$ cat src/rtl/mac_pkg.sv
// Shared FSM state type and array instruction encodings for the MAC array controller.
package mac_pkg;

    typedef enum logic [2:0] {
        IDLE  = 3'd0,
        LOAD  = 3'd1,
        GAP   = 3'd2,
        EXEC  = 3'd3,
        DRAIN = 3'd4,
        DONE  = 3'd5
    } state_t;

    localparam logic [1:0] INST_IDLE = 2'b00;
    localparam logic [1:0] INST_LOAD = 2'b01;
    localparam logic [1:0] INST_EXEC = 2'b10;

    function automatic int unsigned max_u(input int unsigned a, input int unsigned b);
        return (a > b) ? a : b;
    endfunction

endpackage

$ cat src/rtl/mac_ctrl_addr_gen.sv
// Sequential SRAM address source: loads a base and length, then steps one address per issued read.
module mac_ctrl_addr_gen #(
    parameter int unsigned ADDR_BW = 11,
    parameter int unsigned CNT_BW  = 8
) (
    input  logic               clk,
    input  logic               rst_n,
    input  logic               load_i,
    input  logic [ADDR_BW-1:0] base_i,
    input  logic [CNT_BW-1:0]  len_i,
    input  logic               step_i,
    output logic [ADDR_BW-1:0] addr_c_o,
    output logic               all_issued_c_o
);

    logic [ADDR_BW-1:0] addr_q, addr_d;
    logic [CNT_BW-1:0]  cnt_q, cnt_d;
    logic [CNT_BW-1:0]  len_q;
    logic [CNT_BW-1:0]  cnt_cur;
    logic [CNT_BW-1:0]  len_cur;

    // A load takes effect in the same cycle so the first read can issue alongside it.
    assign cnt_cur        = load_i ? '0 : cnt_q;
    assign len_cur        = load_i ? len_i : len_q;
    assign addr_c_o       = load_i ? base_i : addr_q;
    assign all_issued_c_o = (cnt_cur == len_cur);

    always_comb begin
        addr_d = addr_c_o;
        cnt_d  = cnt_cur;
        if (step_i) begin
            addr_d = addr_c_o + ADDR_BW'(1);
            cnt_d  = cnt_cur + CNT_BW'(1);
        end
    end

    always_ff @(posedge clk or negedge rst_n) begin
        if (!rst_n) begin
            addr_q <= '0;
            cnt_q  <= '0;
            len_q  <= '0;
        end else begin
            addr_q <= addr_d;
            cnt_q  <= cnt_d;
            len_q  <= len_cur;
        end
    end

endmodule

$ cat src/rtl/mac_ctrl.sv
// MAC array controller: streams COL kernel words, then cfg_len activation vectors,
// and waits for the last column to report every result before signalling done.
module mac_ctrl
    import mac_pkg::*;
#(
    parameter int unsigned ROW     = 8,
    parameter int unsigned COL     = 8,
    parameter int unsigned LEN_BW  = 8,
    parameter int unsigned ADDR_BW = 11
) (
    input  logic               clk,
    input  logic               reset,
    input  logic               start,
    input  logic [LEN_BW-1:0]  cfg_len,
    input  logic [ADDR_BW-1:0] cfg_w_base,
    input  logic [ADDR_BW-1:0] cfg_x_base,
    output logic               mem_ren,
    output logic [ADDR_BW-1:0] mem_addr,
    output logic [1:0]         inst_w,
    input  logic [COL-1:0]     valid,
    output logic               busy,
    output logic               done,
    output logic               err
);

    localparam int unsigned CNT_BW      = max_u(LEN_BW, $clog2(COL + 1));
    localparam int unsigned DRAIN_LIMIT = ROW + COL + 4;
    localparam int unsigned DRAIN_BW    = $clog2(DRAIN_LIMIT + 1);

    state_t              state_q, state_d;
    logic                mem_ren_q, mem_ren_d;
    logic [ADDR_BW-1:0]  mem_addr_q, mem_addr_d;
    logic [1:0]          inst_w_q, inst_w_d;
    logic                busy_q, busy_d;
    logic                done_q, done_d;
    logic                err_q, err_d;
    logic [LEN_BW-1:0]   len_q, len_d;
    logic [LEN_BW-1:0]   vcnt_q, vcnt_d;
    logic [DRAIN_BW-1:0] drain_q, drain_d;

    logic                job_accept_c;
    logic                w_step, x_step;
    logic [ADDR_BW-1:0]  w_addr_c, x_addr_c;
    logic                w_all_c, x_all_c;

    assign job_accept_c = (state_q == IDLE) && start && (cfg_len != '0);

    mac_ctrl_addr_gen #(
        .ADDR_BW (ADDR_BW),
        .CNT_BW  (CNT_BW)
    ) u_w_gen (
        .clk            (clk),
        .rst_n          (reset),
        .load_i         (job_accept_c),
        .base_i         (cfg_w_base),
        .len_i          (CNT_BW'(COL)),
        .step_i         (w_step),
        .addr_c_o       (w_addr_c),
        .all_issued_c_o (w_all_c)
    );

    mac_ctrl_addr_gen #(
        .ADDR_BW (ADDR_BW),
        .CNT_BW  (CNT_BW)
    ) u_x_gen (
        .clk            (clk),
        .rst_n          (reset),
        .load_i         (job_accept_c),
        .base_i         (cfg_x_base),
        .len_i          (CNT_BW'(cfg_len)),
        .step_i         (x_step),
        .addr_c_o       (x_addr_c),
        .all_issued_c_o (x_all_c)
    );

    always_comb begin
        state_d    = state_q;
        mem_ren_d  = 1'b0;
        mem_addr_d = mem_addr_q;
        inst_w_d   = INST_IDLE;
        done_d     = 1'b0;
        err_d      = err_q;
        len_d      = len_q;
        vcnt_d     = vcnt_q;
        drain_d    = drain_q;
        w_step     = 1'b0;
        x_step     = 1'b0;

        // Instruction trails its read by one cycle so it meets the SRAM data.
        if (mem_ren_q) begin
            inst_w_d = (state_q == LOAD) ? INST_LOAD : INST_EXEC;
        end

        if (((state_q == EXEC) || (state_q == DRAIN)) && valid[COL-1] && (vcnt_q != len_q)) begin
            vcnt_d = vcnt_q + LEN_BW'(1);
        end

        case (state_q)
            IDLE: begin
                if (job_accept_c) begin
                    err_d      = 1'b0;
                    len_d      = cfg_len;
                    vcnt_d     = '0;
                    w_step     = 1'b1;
                    mem_ren_d  = 1'b1;
                    mem_addr_d = w_addr_c;
                    state_d    = LOAD;
                end else if (start) begin
                    err_d  = 1'b1;
                    done_d = 1'b1;
                end
            end
            LOAD: begin
                if (w_all_c) begin
                    state_d = GAP;
                end else begin
                    w_step     = 1'b1;
                    mem_ren_d  = 1'b1;
                    mem_addr_d = w_addr_c;
                end
            end
            GAP: begin
                x_step     = 1'b1;
                mem_ren_d  = 1'b1;
                mem_addr_d = x_addr_c;
                state_d    = EXEC;
            end
            EXEC: begin
                if (x_all_c) begin
                    drain_d = DRAIN_BW'(1);
                    state_d = DRAIN;
                end else begin
                    x_step     = 1'b1;
                    mem_ren_d  = 1'b1;
                    mem_addr_d = x_addr_c;
                end
            end
            DRAIN: begin
                // drain_q counts cycles since the last activation read.
                if (vcnt_d == len_q) begin
                    state_d = DONE;
                end else if (drain_q == DRAIN_BW'(DRAIN_LIMIT - 1)) begin
                    err_d   = 1'b1;
                    state_d = DONE;
                end else begin
                    drain_d = drain_q + DRAIN_BW'(1);
                end
            end
            DONE: begin
                state_d = IDLE;
            end
            default: begin
                state_d = IDLE;
            end
        endcase

        if (state_d == DONE) begin
            done_d = 1'b1;
        end
        busy_d = (state_d != IDLE);
    end

    always_ff @(posedge clk or negedge reset) begin
        if (!reset) begin
            state_q    <= IDLE;
            mem_ren_q  <= 1'b0;
            mem_addr_q <= '0;
            inst_w_q   <= INST_IDLE;
            busy_q     <= 1'b0;
            done_q     <= 1'b0;
            err_q      <= 1'b0;
            len_q      <= '0;
            vcnt_q     <= '0;
            drain_q    <= '0;
        end else begin
            state_q    <= state_d;
            mem_ren_q  <= mem_ren_d;
            mem_addr_q <= mem_addr_d;
            inst_w_q   <= inst_w_d;
            busy_q     <= busy_d;
            done_q     <= done_d;
            err_q      <= err_d;
            len_q      <= len_d;
            vcnt_q     <= vcnt_d;
            drain_q    <= drain_d;
        end
    end

    assign mem_ren  = mem_ren_q;
    assign mem_addr = mem_addr_q;
    assign inst_w   = inst_w_q;
    assign busy     = busy_q;
    assign done     = done_q;
    assign err      = err_q;

endmodule

$ cat config.mk
export PLATFORM = sky130hd
export DESIGN_NAME = mac_ctrl
export DESIGN_NICKNAME = d
export VERILOG_FILES = /design/src/rtl/mac_pkg.sv /design/src/rtl/mac_ctrl_addr_gen.sv /design/src/rtl/mac_ctrl.sv
export SDC_FILE = /design/constraint.sdc
export NUM_CORES = 1
export LEC_CHECK = 0
export ABC_CLOCK_PERIOD_IN_PS = 4500
export BUFFER_PORTS_ARGS = -buffer_cell sky130_fd_sc_hd__clkbuf_2
export CAP_MARGIN = 40
export CORE_UTILIZATION = 55
export DETAILED_ROUTE_END_ITERATION = 7
export HOLD_SLACK_MARGIN = 0.05
export PLACE_DENSITY = 0.74
export SLEW_MARGIN = 20
export SYNTH_ARGS = -nofsm -noshare
export SYNTH_HDL_FRONTEND = slang
export SYNTH_HIERARCHICAL = 1
export SYNTH_SLANG_ARGS = --single-unit
$ cat constraint.sdc
create_clock -name clk -period 4.5 [get_ports clk]
set_input_delay 0.225 -clock clk [delete_from_list [all_inputs] [get_ports clk]]
set_output_delay 0.225 -clock clk [all_outputs]
set_load 0.01 [all_outputs]
==> flow_metrics.tcl, run 1 <==
set metrics [dict create \
    netlist_instances 505 \
    synth_area_leaders "dfrtp_1 45%, mux2_2 7.5%, xor2_1 5.7%" \
    syn_area_per_cell_um2 10.4 \
    die_w_um 99.5 \
    ant_nets 0 \
    cts_tree "done" \
    crit_arrival_ns 3.99 \
    drv_slew 0 \
    fin_crit_sh 0.830 \
    relSlewSlack 0.472 \
    finalPower_w 0.00358 \
    cp-end-kind "flop" \
    synth_edf_count 0 \
    ys_ff_latch 95 \
    dpl.hpwl_um 7720 \
    vdd_drop_max_v 0.000352 \
    die_h_um 99.5 \
    io_pins 58 \
    synthArstFlopShare 1.00 \
    wire_per_inst_um 15.3 \
    min_period_ns 3.74 \
    dieArea_um2 9900 \
    worst_setup_path_start_kind "flop" \
    grt_antenna_before_repair 0 \
    top_layer_used "met4" \
    grt_pass1_vias 3730 \
    setup_viol 0 \
    yosysWarnings 6 \
    clk_path_buf_depth 2 \
    gp_congestion 0.858 \
    vias_per_cell 5.42 \
    route.met3.wl_um 414 \
    netlist_area_um2 5230 \
    num_antenna_cells 0 \
    synth_top_area_share 0.455 \
    synth_area_leader_cell "dfrtp_1" \
    synth_cell_types 61 \
    route.detailed.drc 0 \
    grt_usage 0.235 \
    cp_max_fo 59 \
    wl_um 10700 \
    clock_skew_ns 0.0158 \
    timing_worst_slew_pin_value_ns 0.792 \
    ys.flop_type "dfrtp_1" \
    p_leak_nw 2.64 \
    core-area_um2 9240 \
    mostFrequentLayoutCells "95 x dfrtp_1, 53 x nand2_1, 49 x clkbuf_2, 43 x nor2_1, 35 x mux2_2" \
    initial_utilization 0.566 \
    final_common_cell "dfrtp_1" \
    drive_gt1_frac 0.228 \
    drtIter0Drc 126 \
    rsz0062_at_grt "no" \
    num_vias 3809 \
    status "completed" \
    clk_pin_slew_worst_paths_ns 0.10 \
    grt_max_degree 60 \
    crit_type "reg -> reg" \
    rows 35 \
    clk_latency_ns 0.37 \
    dr_wl_met2_um 5170 \
    cap_violations 0 \
    grt_pass1_wl_um 18100 \
    dr.pass1.iters 4 \
    setup_tns_ns 0 \
    portBuffers 50 \
    cts_buffers 9 \
    fmax_ghz 0.268 \
    cts.sinks 95 \
    htreeDepth 3 \
    areaGrowthSynthToFinish_pct 11.1 \
    wl_met1_um 5000 \
    yosysSeqAreaShare 0.455 \
    final_nets 616 \
    cp.required_ns 4.75 \
    cts-root-buf "clkbuf_8" \
    finalHoldViolCount 0 \
    p_per_area_nw_per_um2 616 \
    min_path_type "in -> reg" \
    grt_overflow 0 \
]
==> synth_stat cells, drive strengths merged, types with 15 or more instances <==
master,number
buf,15
a21oi,16
nand2,55
xnor2,25
inv,17
xor2,34
dfrtp,95
mux2i,20
nand3,16
mux2,37
nor2,43
o21ai,22
==> metrics by stage <==
step / worst slack (ns) / cells / instance area, um2 / hold WS (ns) / utilization
floorplan: 0.978 / 519 / 5280 / -0.0706 / -
global placement: 0.875 / 686 / 5610 / 0.265 / 0.607
detailed placement: 0.752 / 686 / 5610 / 0.275 / 0.607
CTS: 0.733 / 703 / 5810 / 0.138 / 0.628
global route: 0.414 / 703 / 5810 / 0.138 / 0.628
finish: 0.765 / 703 / 5810 / 0.146 / 0.628
==> layer usage <==
metal / global-route usage / vias up
met4: 0.0803 / 0
met5: 0 / -
met2: 0.384 / 86
li1: - / 1860
met3: 0.0358 / 11
met1: 0.322 / 1852
==> cells by family after synthesis <==
family	Yosys count	synth area share
other	2	0.00144
buffers and inverters	38	0.0409
AO/OA/AOI/OAI	68	0.0874
flip-flops	95	0.455
AND/OR/NAND/NOR	180	0.181
multiplexers	57	0.119
adder cells (fa/ha/maj)	6	0.0144
XOR/XNOR	59	0.100
==> area by class of cell <==
class,instances,area (um2)
clock buffers,9,124
clock inverters,7,65.1
well taps,129,161
fillers,782,3430
repair buffers,59,323
inverters,18,67.6
flip-flops and latches,95,2380
multi-input cells,386,2690
==> worst max-delay path, cell delays in order, from the launching register on <==
cell	delay, ns
dfrtp_1	0.49
nor4b_1	0.35
buf_4	0.19
nand2_1	0.08
inv_2	0.38
buf_4	0.62
a21oi_1	0.17
nor3_2	0.25
o21ai_1	0.10
buf_4	0.20
nor2_1	0.10
buf_4	0.24
inv_1	0.08
or3_1	0.36
==> timing repair <==
action                                 CTS  global route
endpoints found under the hold margin   45             0
setup endpoints to repair                0             0
resized for setup                        0             0
hold buffers                             1             0
buffers inserted                         0             0
==> power breakdown <==
group | internal [W] | switching (W)
clock | 0.000215 | 0.000340
combinational | 0.000726 | 0.000844
sequential | 0.00120 | 0.000250
total | 0.00214 | 0.00143
==> flip-flops by register name (all words and copies together) (netlist names), 2 cells and up <==
name	cells
mem_addr	11
u_w_gen/addr_q	11
u_x_gen/addr_q	11
len_q	8
u_w_gen/cnt_q	8
u_w_gen/len_q	8
u_x_gen/cnt_q	8
u_x_gen/len_q	8
vcnt_q	8
drain_q	5
state_q	3
inst_w	2
==> final timing paths <==
kind,start,to,slack (ns),cells past startpoint
min,cfg_len[4],u_x_gen/len_q[4],0.15,2
max in group asynchronous,reset,mem_addr[7],3.00,3
min reg2reg,mem_addr[6],mem_addr[6],0.50,2
max reg2reg,state_q[0],busy,0.76,13
min in group asynchronous,reset,vcnt_q[4],0.39,2
max,state_q[0],busy,0.76,13
Power figures use the tool's default switching activity.
==> run 2: changes to the inputs <==
--- a/config.mk
+++ b/config.mk
@@ -5,7 +5,7 @@
 export SDC_FILE = /design/constraint.sdc
 export NUM_CORES = 1
 export LEC_CHECK = 0
-export ABC_CLOCK_PERIOD_IN_PS = 4500
+export ABC_CLOCK_PERIOD_IN_PS = 3700
 export BUFFER_PORTS_ARGS = -buffer_cell sky130_fd_sc_hd__clkbuf_2
 export CAP_MARGIN = 40
 export CORE_UTILIZATION = 55
==> constraint.sdc (replaced) <==
create_clock -name clk -period 3.7 [get_ports clk]
set_input_delay 0.185 -clock clk [delete_from_list [all_inputs] [get_ports clk]]
set_output_delay 0.185 -clock clk [all_outputs]
set_load 0.01 [all_outputs]
==> flow_metrics.tcl, run 2 (same netlist as run 1, synthesis figures left out) <==
set metrics [dict create \
    clk_path_buf_depth 2 \
    cts_resized 0 \
    crit_type "reg -> reg" \
    rsz0062_at_grt "no" \
    hp-start "cfg_len[7]" \
    wire_per_inst_um 15.3 \
    p_leak_nw 2.66 \
    wl_um 10800 \
    num_vias 3846 \
    crit_chain "nor4b_1, nand2_1, inv_2, buf_4, mux2_4, a22oi_2, o21ai_1, nor3_2, a21oi_1, buf_4, and4_1, nand3_1, xor2_1, nor2_1" \
    drive_gt1_frac 0.228 \
    cts-root-buf "clkbuf_8" \
    timing_worst_slew_pin_value_ns 0.780 \
    vias_per_cell 5.44 \
    hold_end "len_q[7]" \
    grt_pass1_vias 3840 \
    holdBufCountCts 1 \
    cp-end-kind "flop" \
    fin_crit_sh 0.880 \
    mostFrequentLayoutCells "95 x dfrtp_1, 53 x nand2_1, 49 x clkbuf_2, 43 x nor2_1, 35 x mux2_2" \
    crit_top_cell "buf_4" \
    die_w_um 99.5 \
    final_common_cell "dfrtp_1" \
    areaGrowthSynthToFinish_pct 11.9 \
    r2r-start "state_q[2]" \
    regToRegSetupSlack_ns 0.44 \
    setup_viol 0 \
    hold_ws_ns 0.117 \
    critPathTopFamily "simple AND/OR/NAND/NOR gates" \
    min_path_type "in -> reg" \
    cts_buffers 9 \
    num_antenna_cells 0 \
    cts_setup_buffers 0 \
    status "completed" \
    min_path_cells 2 \
    dieArea_um2 9900 \
    gp_congestion 0.876 \
    post-place-ws_ns 0.472 \
    reg2reg_depth 14 \
    clk_latency_ns 0.35 \
    drtIter0Drc 152 \
    cp.required_ns 3.93 \
    grt_usage 0.235 \
    worst_slack_ns 0.444 \
    cp_max_fo 13 \
    htreeDepth 3 \
    rows 35 \
    grt_pass1_wl_um 18100 \
    clock_skew_ns 0.00864 \
    cts_tree "done" \
    max_stage_delay_ns 0.45 \
    cap_violations 0 \
    critical_path.slowest_cell "dfrtp_1" \
    min_period_ns 3.26 \
    io_pins 58 \
    setup_tns_ns 0 \
    initial_utilization 0.566 \
    dr.pass1.iters 5 \
    p_per_area_nw_per_um2 760 \
    ant_nets 0 \
    fmax_ghz 0.307 \
    route.detailed.drc 0 \
    clk_pin_slew_worst_paths_ns 0.09 \
    relSlewSlack 0.480 \
    dpl.hpwl_um 7980 \
    die_h_um 99.5 \
    grt_overflow 0 \
    drv_slew 0 \
    grt_max_degree 64 \
    critPathBufInv 3 \
    worst_setup_path_start_kind "flop" \
    grt_use_met3 0.0485 \
    portBuffers 50 \
    grt_use_met1 0.311 \
    vdd_drop_max_v 0.000468 \
    core-area_um2 9240 \
    grt_antenna_before_repair 0 \
    rr_endpoint "u_x_gen/cnt_q[5]" \
    use_met2 0.386 \
    finalHoldViolCount 0 \
    crit_arrival_ns 3.48 \
    grt_busiest_layer "met2" \
    final_nets 620 \
    cts.sinks 95 \
]
==> run 2: how the worst max path moves through the flow <==
| stage | slack, ns | to | cells past startpoint | startpoint |
|---|---|---|---|---|
| final | 0.44 | u_x_gen/cnt_q[5] | 14 | state_q[2] |
| after CTS | 0.44 | u_x_gen/cnt_q[5] | 14 | state_q[2] |
| after global placement | 0.51 | u_x_gen/cnt_q[7] | 14 | state_q[2] |
| after floorplan | 0.18 | busy | 15 | state_q[0] |
| after global routing | 0.19 | u_x_gen/cnt_q[5] | 14 | state_q[2] |
| after detailed placement | 0.47 | u_x_gen/cnt_q[5] | 14 | state_q[2] |
==> run 2: per-stage QoR <==
step	utilization	total power (W)	instances	cell area, um2
2_1_floorplan	-	0.00325	519	5280
3_3_place_gp	0.612	0.00369	690	5650
3_5_place_dp	0.612	0.00378	690	5650
4_1_cts	0.633	0.00448	707	5850
5_1_grt	0.633	0.00477	707	5850
6_report	0.633	0.00445	707	5850
==> run 2: area by class of cell <==
cell class	instances	area, um2
clock buffer	13	149
sequential	95	2380
inverter	18	67.6
multi-input combinational	386	2690
timing repair buffer	63	365
tap	129	161
fill	796	3390
clock inverter	3	42.5
==> run 2: worst reg2reg max path, delay by kind of cell, from the launching register on <==
family | cells | cell delay [ns]
xor gates and xnor gates | 1 | 0.14
buffers and inverters | 3 | 0.73
muxes | 1 | 0.33
DFF | 1 | 0.45
AOI/OAI and AO/OA | 3 | 0.41
and+or+nand+nor | 6 | 1.09
==> run 2: where the power goes <==
part / leakage, nW / switching, W / internal (W)
logic: 1.40 / 0.00108 / 0.000926
clock network: 0.0936 / 0.000348 / 0.000332
registers: 1.17 / 0.000293 / 0.00147
==> run 2: per-layer routing <==
metal | wire [um] | vias to the layer above
li1 | - | 1884
met1 | 4960 | 1878
met2 | 5310 | 72
met3 | 387 | 12
met4 | 170 | 0
met5 | 0 | -
==> run 3: changes to the inputs <==
--- a/config.mk
+++ b/config.mk
@@ -8,10 +8,10 @@
 export ABC_CLOCK_PERIOD_IN_PS = 3700
 export BUFFER_PORTS_ARGS = -buffer_cell sky130_fd_sc_hd__clkbuf_2
 export CAP_MARGIN = 40
-export CORE_UTILIZATION = 55
+export CORE_UTILIZATION = 25
 export DETAILED_ROUTE_END_ITERATION = 7
 export HOLD_SLACK_MARGIN = 0.05
-export PLACE_DENSITY = 0.74
+export PLACE_DENSITY = 0.39
 export SLEW_MARGIN = 20
 export SYNTH_ARGS = -nofsm -noshare
 export SYNTH_HDL_FRONTEND = slang
==> flow_metrics.tcl, run 3 (same netlist as run 1, synthesis figures left out) <==
set metrics [dict create \
    fillers 2119 \
    io_pins 58 \
    grt_overflow 0 \
    gp_congestion 0.825 \
    final_common_cell "dfrtp_1" \
    reg2reg_depth 14 \
    dr.pass1.iters 4 \
    cts-root-buf "clkbuf_16" \
    regToRegSetupSlack_ns 0.29 \
    p_leak_nw 2.73 \
    cp_max_fo 12 \
    cp-end-kind "flop" \
    crit_arrival_ns 3.70 \
    p_per_area_nw_per_um2 781 \
    fin_area_um2 6170 \
    die_w_um 147 \
    mostFrequentLayoutCells "95 x dfrtp_1, 53 x nand2_1, 49 x clkbuf_2, 43 x nor2_1, 35 x mux2_2" \
    final_nets 624 \
    rsz0062_at_grt "no" \
    setup_tns_ns 0 \
    max_stage_delay_ns 0.45 \
    drive_gt1_frac 0.236 \
    grt_pass1_wl_um 20800 \
    fin_cells 851 \
    min_path_type "in -> reg" \
    wire_per_inst_um 14.6 \
    cts_setup_buffers 0 \
    hold_end "len_q[5]" \
    rows 52 \
    r2r-start "state_q[2]" \
    min_period_ns 3.41 \
    critical_path.slowest_cell "dfrtp_1" \
    portBuffers 50 \
    cts_tree "done" \
    relSlewSlack 0.610 \
    grt_pass1_vias 3917 \
    areaGrowthSynthToFinish_pct 18.0 \
    cts.sinks 95 \
    dpl.hpwl_um 9260 \
    timing_worst_slew_pin_value_ns 0.584 \
    worst_setup_path_start_kind "flop" \
    rr_endpoint "u_x_gen/addr_q[7]" \
    htreeDepth 3 \
    grt_max_degree 45 \
    cap_violations 0 \
    clk_pin_slew_worst_paths_ns 0.07 \
    wl_um 12500 \
    finalHoldViolCount 0 \
    crit_chain "nor4b_1, buf_4, nand2_1, inv_2, buf_4, nor3_1, a31oi_1, nor3_2, a21oi_1, buf_4, nand2_1, o22a_1, nor3b_2, xor2_1" \
    critPathTopFamily "buffers and inverters" \
    ant_nets 0 \
    place_area_um2 5840 \
    crit_type "reg -> reg" \
    post-place-cells 835 \
    hp-start "cfg_len[5]" \
    route.detailed.drc 0 \
    fmax_ghz 0.293 \
    clk_path_buf_depth 2 \
    crit_top_cell "buf_4" \
    drv_slew 0 \
    dieArea_um2 21500 \
    vias_per_cell 4.47 \
    die_h_um 147 \
    vdd_drop_max_v 0.000278 \
    clk_latency_ns 0.36 \
    drtIter0Drc 223 \
    status "completed" \
    grt_antenna_before_repair 0 \
    min_path_cells 2 \
    cts_buffers 9 \
    finalPower_w 0.00481 \
    critPathBufInv 4 \
    core-area_um2 20400 \
    num_vias 3808 \
    grt_usage 0.125 \
    setup_viol 0 \
    cp.required_ns 3.98 \
    num_antenna_cells 0 \
    fin_crit_sh 0.922 \
    initial_utilization 0.257 \
    clock_skew_ns 0.0147 \
]
run 3: worst max-delay path by stage:
| stage | from | endpoint | cells after the start | slack [ns] |
|---|---|---|---|---|
| final | state_q[2] | u_x_gen/addr_q[7] | 14 | 0.29 |
| after global routing | state_q[2] | u_x_gen/addr_q[7] | 14 | 0.002 |
| after floorplan | state_q[0] | busy | 15 | 0.18 |
| after global placement | state_q[2] | u_w_gen/addr_q[7] | 13 | 0.25 |
| after CTS | state_q[2] | u_x_gen/addr_q[7] | 14 | 0.22 |
| after detailed placement | state_q[2] | u_x_gen/addr_q[7] | 14 | 0.26 |
run 3: layout make-up:
type	count	area (um2)	share of cell area
clock buffer	10	229	0.0371
clock inverter	5	82.6	0.0134
inverter	18	67.6	0.0110
multi-input combinational	386	2690	0.436
sequential	95	2380	0.386
tap	270	338	0.0548
timing repair buffer	67	383	0.0621
run 3: layer usage:
| layer | track usage | wire, um |
|---|---|---|
| met2 | 0.196 | 5730 |
| met5 | 0 | 0 |
| met3 | 0.0216 | 373 |
| met4 | 0.0594 | 258 |
| met1 | 0.166 | 6090 |
run 3: what timing repair did:
action                                 in CTS  in global routing
endpoints found under the hold margin      42                  0
resized for setup                           0                  0
hold buffers                                1                  0
run 3: report_power, final:
group	leakage [nW]	switching [W]	internal, W
Clock	0.153	0.000416	0.000592
Sequential	1.17	0.000282	0.00147
Combinational	1.42	0.00111	0.000937
run 3: metrics by stage:
stage	worst slack, ns	hold slack (ns)	util
5_1_grt	0.00162	0.131	0.303
4_1_cts	0.222	0.106	0.303
6_report	0.288	0.126	0.303
3_3_place_gp	0.245	0.239	0.287
2_1_floorplan	0.178	-0.111	-
3_5_place_dp	0.263	0.244	0.287
